[src/rtl/m3_pkg.sv]
// Shared definitions for the m3 commutation step sequencer: state encoding,
// idle step marker, default parameter values and the step-advance helper.
package m3_pkg;

  typedef enum logic [1:0] {
    ST_IDLE     = 2'd0,
    ST_RUN      = 2'd1,
    ST_STOPPING = 2'd2
  } m3State_t;

  localparam logic [3:0] IDLE_STEP = 4'hF;

  localparam int STEP_N_DEF    = 12;
  localparam int LEN_W_DEF     = 22;
  localparam int CALC_STEP_DEF = 10;
  localparam int LEN_DELTA_DEF = 16;

  // Next step index with wrap in either direction; lastStep is STEP_N-1.
  function automatic logic [3:0] nextStep(input logic [3:0] cur,
                                          input logic       rev,
                                          input logic [3:0] lastStep);
    logic [3:0] res;
    if (rev) res = (cur == 4'd0) ? lastStep : cur - 4'd1;
    else     res = (cur == lastStep) ? 4'd0 : cur + 4'd1;
    return res;
  endfunction

endpackage

[src/rtl/m3_slice_timer.sv]
// Loadable down-counter timing one commutation slice; tc flags the last
// cycle of the slice (count == 1). Clear parks the counter at all ones.
module m3_slice_timer #(
  parameter int LEN_W = 22
) (
  input  logic             clkI,
  input  logic             nRstI,
  input  logic             clear,
  input  logic             load,
  input  logic [LEN_W-1:0] loadVal,
  input  logic             en,
  output logic [LEN_W-1:0] count,
  output logic             tc
);

  logic [LEN_W-1:0] countReg;

  always_ff @(posedge clkI or negedge nRstI) begin
    if (!nRstI) begin
      countReg <= '1;
    end else if (clear) begin
      countReg <= '1;
    end else if (load) begin
      countReg <= loadVal;
    end else if (en) begin
      countReg <= countReg - LEN_W'(1);
    end
  end

  assign count = countReg;
  assign tc    = (countReg == LEN_W'(1));

endmodule

[src/rtl/m3_step_seq.sv]
// Commutation step sequencer: walks STEP_N steps of curLen cycles each.
// Optional speed ramp is enabled by defining M3_SPEED_RAMP_EN.
module m3_step_seq
  import m3_pkg::*;
#(
  parameter int STEP_N    = STEP_N_DEF,
  parameter int LEN_W     = LEN_W_DEF,
  parameter int CALC_STEP = CALC_STEP_DEF,
  parameter int LEN_DELTA = LEN_DELTA_DEF
) (
  input  logic             clkI,
  input  logic             nRstI,
  input  logic             startI,
  input  logic             forceStopI,
  input  logic             invRotateI,
  input  logic             speedIncI,
  input  logic             speedDecI,
  input  logic [LEN_W-1:0] sliceLenI,
  output logic [3:0]       stepO,
  output logic             workingO,
  output logic             nextCalc_1o,
  output logic             roundO,
  output logic [LEN_W-1:0] curLenO
);

  localparam logic [3:0]     LAST_STEP = 4'(STEP_N - 1);
  localparam logic [3:0]     CALC_IDX  = 4'(CALC_STEP);
  localparam logic [LEN_W:0] DELTA     = (LEN_W + 1)'(LEN_DELTA);

  m3State_t         stateReg, stateNext;
  logic [3:0]       stepReg, stepNext;
  logic [LEN_W-1:0] curLenReg, curLenNext;
  logic             roundReg, roundNext;
  logic             calcReg, calcNext;

  logic [LEN_W-1:0] sliceLenFloor;
  logic [LEN_W-1:0] boundaryLen;
  logic [3:0]       advStep;
  logic [3:0]       startStep;
  logic             isWrap;

  logic             timerClear, timerLoad, timerEn, timerTc;
  logic [LEN_W-1:0] remain;

  assign sliceLenFloor = (sliceLenI == '0) ? LEN_W'(1) : sliceLenI;
  assign advStep       = nextStep(stepReg, invRotateI, LAST_STEP);
  assign startStep     = invRotateI ? LAST_STEP : 4'd0;
  assign isWrap        = invRotateI ? (stepReg == 4'd0) : (stepReg == LAST_STEP);

`ifdef M3_SPEED_RAMP_EN
  logic             pendIncReg, pendDecReg;
  logic             effInc, effDec;
  logic [LEN_W:0]   curWide, sliceWide, adjWide;
  logic [LEN_W-1:0] rampLen;

  // A command arriving on the wrap cycle itself is honoured immediately.
  assign effInc = pendIncReg | speedIncI;
  assign effDec = pendDecReg | speedDecI;

  always_comb begin
    curWide   = {1'b0, curLenReg};
    sliceWide = {1'b0, sliceLenFloor};
    adjWide   = curWide;
    if (effInc && !effDec) begin
      adjWide = (curWide < (DELTA + DELTA)) ? DELTA : (curWide - DELTA);
    end else if (effDec && !effInc) begin
      adjWide = curWide + DELTA;
    end
    if ((effInc ^ effDec) && (adjWide > sliceWide)) begin
      adjWide = sliceWide;
    end
    rampLen = adjWide[LEN_W-1:0];
  end

  // Length only moves at the round wrap; other boundaries keep the current one.
  assign boundaryLen = isWrap ? rampLen : curLenReg;

  always_ff @(posedge clkI or negedge nRstI) begin
    if (!nRstI) begin
      pendIncReg <= 1'b0;
      pendDecReg <= 1'b0;
    end else if (stateReg == ST_IDLE || roundNext) begin
      pendIncReg <= 1'b0;
      pendDecReg <= 1'b0;
    end else begin
      pendIncReg <= pendIncReg | speedIncI;
      pendDecReg <= pendDecReg | speedDecI;
    end
  end
`else
  logic unusedSpeed;

  assign boundaryLen = sliceLenFloor;
  assign unusedSpeed = ^{speedIncI, speedDecI, DELTA};
`endif

  always_comb begin
    stateNext  = stateReg;
    stepNext   = stepReg;
    curLenNext = curLenReg;
    roundNext  = 1'b0;
    calcNext   = 1'b0;
    timerClear = 1'b0;
    timerLoad  = 1'b0;
    timerEn    = 1'b0;

    if (forceStopI) begin
      stateNext  = ST_IDLE;
      stepNext   = IDLE_STEP;
      timerClear = 1'b1;
    end else begin
      case (stateReg)
        ST_IDLE: begin
          if (startI) begin
            stateNext  = ST_RUN;
            stepNext   = startStep;
            curLenNext = sliceLenFloor;
            timerLoad  = 1'b1;
            calcNext   = (startStep == CALC_IDX);
          end
        end
        ST_RUN, ST_STOPPING: begin
          if (timerTc) begin
            if (startI) begin
              stateNext  = ST_RUN;
              stepNext   = advStep;
              curLenNext = boundaryLen;
              timerLoad  = 1'b1;
              roundNext  = isWrap;
              calcNext   = (advStep == CALC_IDX);
            end else begin
              stateNext  = ST_IDLE;
              stepNext   = IDLE_STEP;
              timerClear = 1'b1;
            end
          end else begin
            timerEn   = 1'b1;
            stateNext = startI ? ST_RUN : ST_STOPPING;
          end
        end
        default: begin
          stateNext  = ST_IDLE;
          stepNext   = IDLE_STEP;
          timerClear = 1'b1;
        end
      endcase
    end
  end

  always_ff @(posedge clkI or negedge nRstI) begin
    if (!nRstI) begin
      stateReg  <= ST_IDLE;
      stepReg   <= IDLE_STEP;
      curLenReg <= LEN_W'(1);
      roundReg  <= 1'b0;
      calcReg   <= 1'b0;
    end else begin
      stateReg  <= stateNext;
      stepReg   <= stepNext;
      curLenReg <= curLenNext;
      roundReg  <= roundNext;
      calcReg   <= calcNext;
    end
  end

  // Every load coincides with a curLen update, so the reload value is curLenNext.
  m3_slice_timer #(
    .LEN_W(LEN_W)
  ) sliceTimer (
    .clkI   (clkI),
    .nRstI  (nRstI),
    .clear  (timerClear),
    .load   (timerLoad),
    .loadVal(curLenNext),
    .en     (timerEn),
    .count  (remain),
    .tc     (timerTc)
  );

  logic unusedRemain;
  assign unusedRemain = ^remain;

  assign stepO       = stepReg;
  assign workingO    = (stateReg != ST_IDLE);
  assign nextCalc_1o = calcReg;
  assign roundO      = roundReg;
  assign curLenO     = curLenReg;

endmodule
[config.mk]
export PLATFORM = sky130hd
export DESIGN_NAME = m3_step_seq
export DESIGN_NICKNAME = d
export VERILOG_FILES = /design/src/rtl/m3_pkg.sv /design/src/rtl/m3_slice_timer.sv /design/src/rtl/m3_step_seq.sv
export SDC_FILE = /design/constraint.sdc
export NUM_CORES = 1
export LEC_CHECK = 0
export CORE_MARGIN = 8
export CORE_UTILIZATION = 53
export CTS_CLUSTER_SIZE = 16
export DETAILED_ROUTE_END_ITERATION = 8
export PLACE_DENSITY = 0.81
export SLEW_MARGIN = 15
export SYNTH_ARGS = -nofsm -noshare
export SYNTH_HDL_FRONTEND = slang
export SYNTH_SLANG_ARGS = --single-unit
[constraint.sdc]
create_clock -name clkI -period 3.3 [get_ports clkI]
set_input_delay 0.495 -clock clkI [delete_from_list [all_inputs] [get_ports clkI]]
set_output_delay 0.495 -clock clkI [all_outputs]
set_load 0.05 [all_outputs]
-- Yosys cells after proc, flatten, opt, wreduce, memory -nomap -nowiden
Cells that the tools add are included.
- input bits: 29
- output and inout bits: 29
- bits in registers: 52
- logic and storage cells: 68
- mux-type cells: 44
- reductions and logical operators: 7
- $add $sub $neg: 3
- eq/ne operators: 8
- operators with widths (cell ; count):
    22-bit two-way mux ; 7
    22-bit case mux with 2 select lines ; 1
    4-bit two-way mux ; 8
    22-bit by 1-bit == test with 1-bit output (second input constant) ; 1
    22-bit zero test ; 1
    22-bit by 1-bit subtractor with 22-bit output (second input constant) ; 1
    1-bit two-way mux ; 19
    4-bit == test (second input constant) ; 3
    2-bit two-way mux ; 4
    4-bit case mux with 2 select lines ; 1
    1-bit case mux with 2 select lines ; 3
    4-bit by 1-bit adder with 4-bit output (second input constant) ; 1
    4-bit zero test ; 1
    2-bit case mux with 2 select lines ; 1
    4-bit by 1-bit subtractor with 4-bit output (second input constant) ; 1
    3-bit by 2-bit inequality test with 1-bit output (second input constant) ; 1
    3-bit inequality test (second input constant) ; 1
    3-bit nonzero test ; 1
    2-bit by 1-bit == test with 1-bit output (second input constant) ; 1
    2-bit == test (second input constant) ; 1
    2-bit zero test ; 1
    2-bit AND reduction ; 1
    2-bit nonzero test ; 1
    2-bit OR reduction ; 1

-- Logic depth before layout (Yosys ltp)
Gate-level depths: netlist of run 1.
- depth in word-level cells: 8
- gate-level depth with buffers: 9
- mapped depth without buffers: 7

-- Modules after synthesis
From an unflattened synthesis of run 1, not the netlist that was laid out.
- cell total of the unflattened synthesis: 303
- area total of the unflattened synthesis: 2997.9 µm²
- modules (own cells, without submodules) (module ; area each (µm²) ; instances ; cells an instance ; seq. area each (µm²)):
    m3_step_seq ; 1534.0 ; 1 ; 141 ; 757.0
    m3_slice_timer ; 1463.9 ; 1 ; 162 ; 578.1

-- Worst setup path before layout of run 1
No wires, ideal clock.
- path type: reg-to-reg
- start point: reg stateReg[0]
- end point: reg sliceTimer.countReg[11], in the netlist sliceTimer.count[11]
- stages on the path, launching flop included: 9
- library setup time: 89 ps
- setup slack: 949 ps
- period minus slack after synthesis: 2351 ps
- data required time: 3211 ps
- buffers on the path: 2
- data arrival time: 2261 ps
- cells stage by stage: dfrtp_1 -> ha_1 -> or3b_2 -> buf_2 -> nor4_1 -> a21oi_1 -> clkbuf_1 -> a2111oi_0 -> o2bb2ai_1
- longest elaborated chain between the ends: 6
- elaborated cells on any way between the ends: 15
- those cells by class: eq/ne (2); mux (10); reduce/logical (3)
- RTL lines (element ; RTL line ; text):
    start: declaration ; m3_step_seq.sv:30 ; m3State_t stateReg, stateNext;
    start signal: assignment ; m3_step_seq.sv:158 ; stateReg <= stateNext;
    2-bit by 1-bit == test with 1-bit output or 2-bit == test (tied branches) ; m3_step_seq.sv:112 ; case (stateReg)
    2-bit OR reduction ; m3_step_seq.sv:112 ;
    22-bit case mux with 2 select lines or 1-bit case mux with 2 select lines (tied branches) ; m3_step_seq.sv:112 ;
    22-bit two-way mux or 1-bit two-way mux (tied branches) ; m3_step_seq.sv:107 ; if (forceStopI) begin
    22-bit two-way mux ; m3_slice_timer.sv:23 ; end else if (load) begin
    22-bit two-way mux ; m3_slice_timer.sv:21 ; end else if (clear) begin
    end signal: assignment ; m3_slice_timer.sv:24 ; countReg <= loadVal;
    end signal: assignment ; m3_slice_timer.sv:26 ; countReg <= countReg - LEN_W'(1);
    end: declaration ; m3_slice_timer.sv:16 ; logic [LEN_W-1:0] countReg;
Several ways; a longest one is shown, not always the timed one.
A chain may end at the register's enable or synchronous reset.

-- Worst setup path in the final report of run 1
- start point: reg stateReg[1]
- end point: reg sliceTimer.countReg[11], in the netlist sliceTimer.count[11]
The elaborated chain is that of the path after synthesis.

==> metrics.yaml, run 1 <==
drive_gt1_frac: 0.168
die_area_um2: 8770
gp_congestion: 0.921
io_pins: 58
seq_power_share: 0.437
rows: 28
grt.total_usage: 0.206
reg2regPathDepth: 8
async_flop_share: 1.00
cap_violations: 0
htreeDepth: 2
min_path_type: "in -> async"
grt_max_degree: 48
fp.dieH_um: 93.6
yosysTopAreaCellShare: 0.222
rsz0062_at_grt: "false"
ys_seq_area_frac: 0.418
period_share: 0.831
final_max_slew_viol_count: 0
synth-edff-count: 0
synth_compound_area_frac: 0.310
combinationalPowerShare: 0.367
netlist_area_um2: 3190
worstMarginPinSlew_ns: 0.767
port_buffers: 55
drc: 0
arrival_ns: 2.97
synth_top_area_cell: "dfstp_2"
yosys.cell_count.top_type: "dfstp_2"
setup_tns_ns: 0
reg2reg_to: "sliceTimer.count[11]"
endpoint_kind: "register"
ys_types: 64
p_sw_frac: 0.388
synthAdderAreaFrac: 0.0235
p_int_uw: 1170
muxShareOfSynthArea: 0.0125
setup_viol: 0
start_util: 0.543
area_delta_synth_final_pct: 23.7
drt-total-wl_um: 8960
status: "finished clean"
insertion_delay_ns: 0.31
r2r-start: "stateReg[1]"
synthXorXnorAreaFrac: 0.0137
grt_pass1_wl_um: 14700
coreArea_um2: 5890
synth-main-ff-cell: "dfstp_2"
viasPerCell: 6.77
cts_hold_buffers: 0
power_density_nw_per_um2: 486
clock.fmax_mhz: 365
drt_iter0_markers: 268
critPathCapture: "sliceTimer.count[11]"
cp.required_ns: 3.53
num-nets-final: 410
power_switching_uw: 744
wl_per_cell_um: 19.9
chipWidth_um: 93.6
place_hpwl_um: 6400
path_max_fanout: 15
fin_skew_ns: 0.0104
insertedDiodeCount: 0
reg2reg_slack_ns: 0.56
antenna_found_initial: 0
first_pass_iters: 7
vias: 3052
cts_made_buffers: 5
syn_avg_cell_area_um2: 9.89
holdWs_ns: 0.120
postRouteAntennaNets: 0
cp-startpoint: "stateReg[1]"
cts_root_buf: "clkbuf_8"
relSlewSlack: 0.489
synth_top_family_by_area: "compound AO/OA/AOI/OAI gates"
finalHoldViolations: 0
synthTopCellsByCount: "27 x dfstp_2, 25 x dfrtp_1, 23 x a22o_1"
synthCells: 323
grt_pass1_vias: 3039
post_cts_resized: 0
syn_nets: 358
synth_warnings: 0
clkPwrFrac: 0.196
yosys.area_share.simple: 0.184
start_kind: "register"
synth_area_leaders: "dfstp_2 22%, dfrtp_1 20%, a22o_1 6.3%"
ir_worst_vdd_uv: 310
grt.overflow.total: 0
fin_crit_ns: 2.74
ys_seq_elements: 52
cts_tree: "yes"
clock-sinks: 52
clkTransAtPathRegs_ns: 0.09
p_leak_uw: 0.00142
post-cts-setup-buffer-count: 0
clockBufferDepth: 2
crit_type: "reg -> reg"
layout make-up:
| cell class | instances | area (um2) |
|---|---|---|
| Fill cell | 499 | 1930 |
| Multi-Input combinational cell | 240 | 1740 |
| Sequential cell | 52 | 1340 |
| Timing Repair Buffer | 65 | 646 |
| Tap cell | 75 | 93.8 |
| Clock buffer | 7 | 86.3 |
| Inverter | 11 | 41.3 |
| Clock inverter | 1 | 7.51 |
flip-flops by register name, indices dropped and copies added (netlist names):
| name | cells |
|---|---|
| curLenO | 22 |
| nextCalc_1o | 1 |
| roundO | 1 |
| sliceTimer.count | 22 |
| stateReg | 2 |
| stepO | 4 |
worst min path at each step:
stage	depth (start not counted)	startpoint	endpoint	slack, ns
floorplan	0	nRstI	curLenO[10]	0.20
global placement	1	sliceTimer.count[10]	sliceTimer.count[10]	0.49
detailed placement	1	sliceTimer.count[10]	sliceTimer.count[10]	0.50
CTS	1	nRstI	curLenO[21]	0.40
global route	1	nRstI	curLenO[4]	0.13
finish	1	nRstI	curLenO[20]	0.12
placed cells by master (no fill, tap or decap), drive strengths merged, types with 3 or more instances in the layout:
cell	count
a2111oi	13
a211oi	8
a21oi	15
a22o	23
a22oi	4
a31oi	4
a32oi	3
buf	11
clkbuf	7
clkdlybuf4s50	54
dfrtp	25
dfstp	27
ha	6
inv	11
mux2i	4
nand2	19
nand3	5
nand4	5
nor2	11
nor2b	7
nor3	10
nor4	15
o211ai	6
o21ai	11
o2bb2ai	11
o311a	4
o31a	4
o31ai	6
or3	8
or4	7
xor2	3
power by group through the flow:
stage / registers (uW) / clock network (uW) / logic, uW
floorplan: 1030 / 0 / 246
global placement: 840 / 0 / 691
detailed placement: 843 / 0 / 701
CTS: 835 / 389 / 703
global route: 851 / 416 / 748
finish: 838 / 377 / 704
stage by stage:
step           area (um2)  setup WS, ns  power [uW]  utilization  std cells
6_report             3950         0.559        1920        0.671        451
5_1_grt              3950         0.386        2010        0.671        451
4_1_cts              3930         0.620        1930        0.668        450
3_5_place_dp         3840         0.501        1540        0.652        442
3_3_place_gp         3840         0.558        1530        0.652        442
2_1_floorplan        3190         0.949        1280            -        323
critical path, cell delays in order, from the launching register on:
cell       delay (ns)
dfrtp_1          0.39
inv_1            0.06
ha_1             0.56
inv_1            0.24
nor4_1           0.36
a21oi_1          0.19
buf_4            0.23
a2111oi_0        0.50
o2bb2ai_1        0.14
layer usage:
metal,wire length [um],up-vias,track usage
met3,476,20,0.0377
met4,157,0,0.0779
met2,4380,112,0.339
met5,0,-,0
li1,-,1403,-
met1,3950,1517,0.262
cell families (layout without fill, tap and decap cells):
family | count (synthesis) | count (layout)
compound gates | 128 | 128
simple gates | 97 | 97
flops | 52 | 52
buf+inv | 31 | 84
fa+ha+maj | 6 | 6
xor+xnor | 5 | 5
mux | 4 | 4
Note: power is estimated with default switching activity, not from simulation.
==> inputs of run 2 (changes only) <==
--- a/config.mk
+++ b/config.mk
@@ -6,10 +6,10 @@
 export NUM_CORES = 1
 export LEC_CHECK = 0
 export CORE_MARGIN = 8
-export CORE_UTILIZATION = 53
+export CORE_UTILIZATION = 48
 export CTS_CLUSTER_SIZE = 16
 export DETAILED_ROUTE_END_ITERATION = 8
-export PLACE_DENSITY = 0.81
+export PLACE_DENSITY = 0.77
 export SLEW_MARGIN = 15
 export SYNTH_ARGS = -nofsm -noshare
 export SYNTH_HDL_FRONTEND = slang
==> constraint.sdc (replaced) <==
create_clock -name clkI -period 2.2 [get_ports clkI]
set_input_delay 0.33 -clock clkI [delete_from_list [all_inputs] [get_ports clkI]]
set_output_delay 0.33 -clock clkI [all_outputs]
set_load 0.05 [all_outputs]
==> run 2 against run 1 <==
  * The flow now finishes with violations (negative setup slack)
  * Clock skew fell by 0.0020 ns
  * Die area up 8.6%
  * Clock power is 59% higher
  * Register-to-register slack worse by 0.58 ns
  * Total power up 72%
  * Non-clock buffer count is 85 higher
  * Flip-flop and latch count unchanged
  * First-iteration DRC count is 19% higher
  * Combinational power grew 100%
  * Sequential power up 52%
  * Final cell count grew 20%
  * Critical path type unchanged
  * Critical endpoint is now sliceTimer.count[17]
==> metrics.yaml, run 2 (synthesis gave the netlist of run 1 again) <==
clkTransAtPathRegs_ns: 0.11  # was 0.09 ns
crit_cells: 7  # was 8
coreArea_um2: 6390  # was 5890 um2
wl_met3_um: 924  # was 476 um
postRouteAntennaNets: 0  # unchanged
final_common_cell: "buf_4"  # was clkdlybuf4s50_1
grt.total_usage: 0.219  # was 0.206
cp_slowest_cell: "dfstp_2"  # was ha_1
relSlewSlack: 0.655  # was 0.489
postLayoutCoreUtil: 0.803  # was 0.671
start_kind: "register"  # unchanged
fin_skew_ns: 0.00831  # was 0.0104 ns
gp_congestion: 0.896  # was 0.921
die_area_um2: 9520  # was 8770 um2
cts_tree: "yes"  # unchanged
cp_num_buf_inv: 1  # was 3
io_pins: 58  # unchanged
cts_root_buf: "clkbuf_8"  # unchanged
drive_gt1_frac: 0.411  # was 0.168
arrival_ns: 2.45  # was 2.97 ns
cp_cell_sequence: "inv_2 -> ha_4 -> nor3b_4 -> and4_4 -> a211o_1 -> or4_1 -> a32oi_1"  # was inv_1 -> ha_1 -> inv_1 -> nor4_1 -> a21oi_1 -> buf_4 -> a2111oi_0 -> o2bb2ai_1
setup_viol: 5  # was 0
rows: 29  # was 28
worstMarginPinSlew_ns: 0.516  # was 0.767 ns
layout_setup_ws_ns: -0.0165  # was 0.559 ns
grt_max_degree: 25  # was 48
cts_made_buffers: 5  # unchanged
p_leak_uw: 0.00195  # was 0.00142 uW
drt-total-wl_um: 11800  # was 8960 um
clock.fmax_mhz: 451  # was 365 MHz
period_share: 1.01  # was 0.831
area_delta_synth_final_pct: 60.6  # was 23.7%
fp.dieH_um: 97.6  # was 93.6 um
wl_met2_um: 5650  # was 4380 um
drt_iter0_markers: 320  # was 268
grt_pass1_wl_um: 17600  # was 14700 um
violations: "negative setup slack"
fin_crit_ns: 2.22  # was 2.74 ns
num-nets-final: 496  # was 410
viasPerCell: 6.70  # was 6.77
status: "complete, but fails checks"  # was finished clean
insertedDiodeCount: 0  # unchanged
port_buffers: 55  # unchanged
min_path_type: "in -> async"  # unchanged
slowest_delay_ns: 0.56  # about the same
crit_type: "reg -> reg"  # unchanged
endpoint_kind: "register"  # unchanged
clock-sinks: 52  # unchanged
place_hpwl_um: 7720  # was 6400 um
final_max_slew_viol_count: 0  # unchanged
cp.required_ns: 2.43  # was 3.53 ns
power_density_nw_per_um2: 642  # was 486 nW/um2
insertion_delay_ns: 0.32  # was 0.31 ns
finalHoldViolations: 0  # unchanged
mostFrequentLayoutCells: "82 x buf_4, 53 x clkdlybuf4s50_1, 26 x dfstp_2"  # was 54 x clkdlybuf4s50_1, 27 x dfstp_2, 25 x dfrtp_1
drc: 0  # unchanged
antenna_found_initial: 0  # unchanged
clockBufferDepth: 2  # unchanged
start_util: 0.500  # was 0.543
grt.overflow.total: 0  # unchanged
cap_violations: 0  # unchanged
ir_worst_vdd_uv: 506  # was 310 uV
grt_pass1_vias: 3505  # was 3039
chipWidth_um: 97.6  # was 93.6 um
first_pass_iters: 5  # was 7
htreeDepth: 2  # unchanged
reg2regPathDepth: 7  # was 8
rsz0062_at_grt: "true"  # was false
wl_per_cell_um: 21.8  # was 19.9 um
holdWs_ns: 0.431  # was 0.120 ns
met1_length_um: 4900  # was 3950 um
path_max_fanout: 5  # was 15
highest_layer: "met4"  # unchanged
p_total_uw: 3290  # was 1920 uW
path_delay_family: "simple AND/OR/NAND/NOR gates"  # was compound AO/OA/AOI/OAI gates
vias: 3612  # was 3052
==> run 2: cell count changes in the layout (fill, tap and decap cells not counted), moves of 4 or more <==
cell / previous run / this run
inv_1: 11 / 7
a211oi_2: 0 / 4
buf_6: 0 / 7
a2111oi_4: 0 / 11
a2111oi_0: 13 / 0
ha_1: 6 / 2
buf_4: 8 / 82
nor4_4: 0 / 4
a211oi_1: 8 / 4
==> run 2: worst paths after layout <==
check	to	slack (ns)	startpoint
setup / recovery	sliceTimer.count[17]	-0.02	sliceTimer.count[1]
hold / removal	curLenO[15]	0.43	nRstI
setup reg to reg	sliceTimer.count[17]	-0.02	sliceTimer.count[1]
hold reg to reg	curLenO[0]	0.52	curLenO[0]
max in group asynchronous	sliceTimer.count[7]	1.09	nRstI
min in group clkI	curLenO[0]	0.52	curLenO[0]
==> run 2: per-layer routing <==
layer | track usage | up-vias
met3 | 0.0413 | 32
met2 | 0.349 | 204
met1 | 0.294 | 1786
met4 | 0.0618 | 0
li1 | - | 1590
met5 | 0 | -
==> run 2: stage by stage <==
step	cells	TNS, ns	area (um2)	setup WS (ns)
final	539	-0.0441	5130	-0.0165
after detailed placement	518	-10.30	4540	-0.424
after global routing	539	-1.86	5130	-0.110
after global placement	518	-8.63	4540	-0.370
after CTS	532	-0.352	4880	-0.147
after floorplan	323	0	3320	0.00215
==> run 2: cell type report <==
class | instances | area [um2]
Multi-Input combinational cell | 241 | 2190
Timing Repair Buffer | 150 | 1360
Sequential cell | 52 | 1340
Fill cell | 374 | 1260
Tap cell | 77 | 96.3
Clock buffer | 5 | 68.8
Inverter | 11 | 43.8
Clock inverter | 3 | 27.5
==> run 2: report_power, final <==
part | internal, uW | switching, uW
Clock | 235 | 367
Combinational | 591 | 831
Sequential | 1110 | 156
Total | 1940 | 1350
==> run 2: repair_timing <==
item | CTS | global route
endpoints found under the hold margin | 6 | 0
pin swaps | 10 | 25
cloned | 1 | 1
buffers inserted | 4 | 6
hold buffers | 1 | 0
endpoints found under the setup margin | 43 | 40
gates resized for setup | 33 | 30
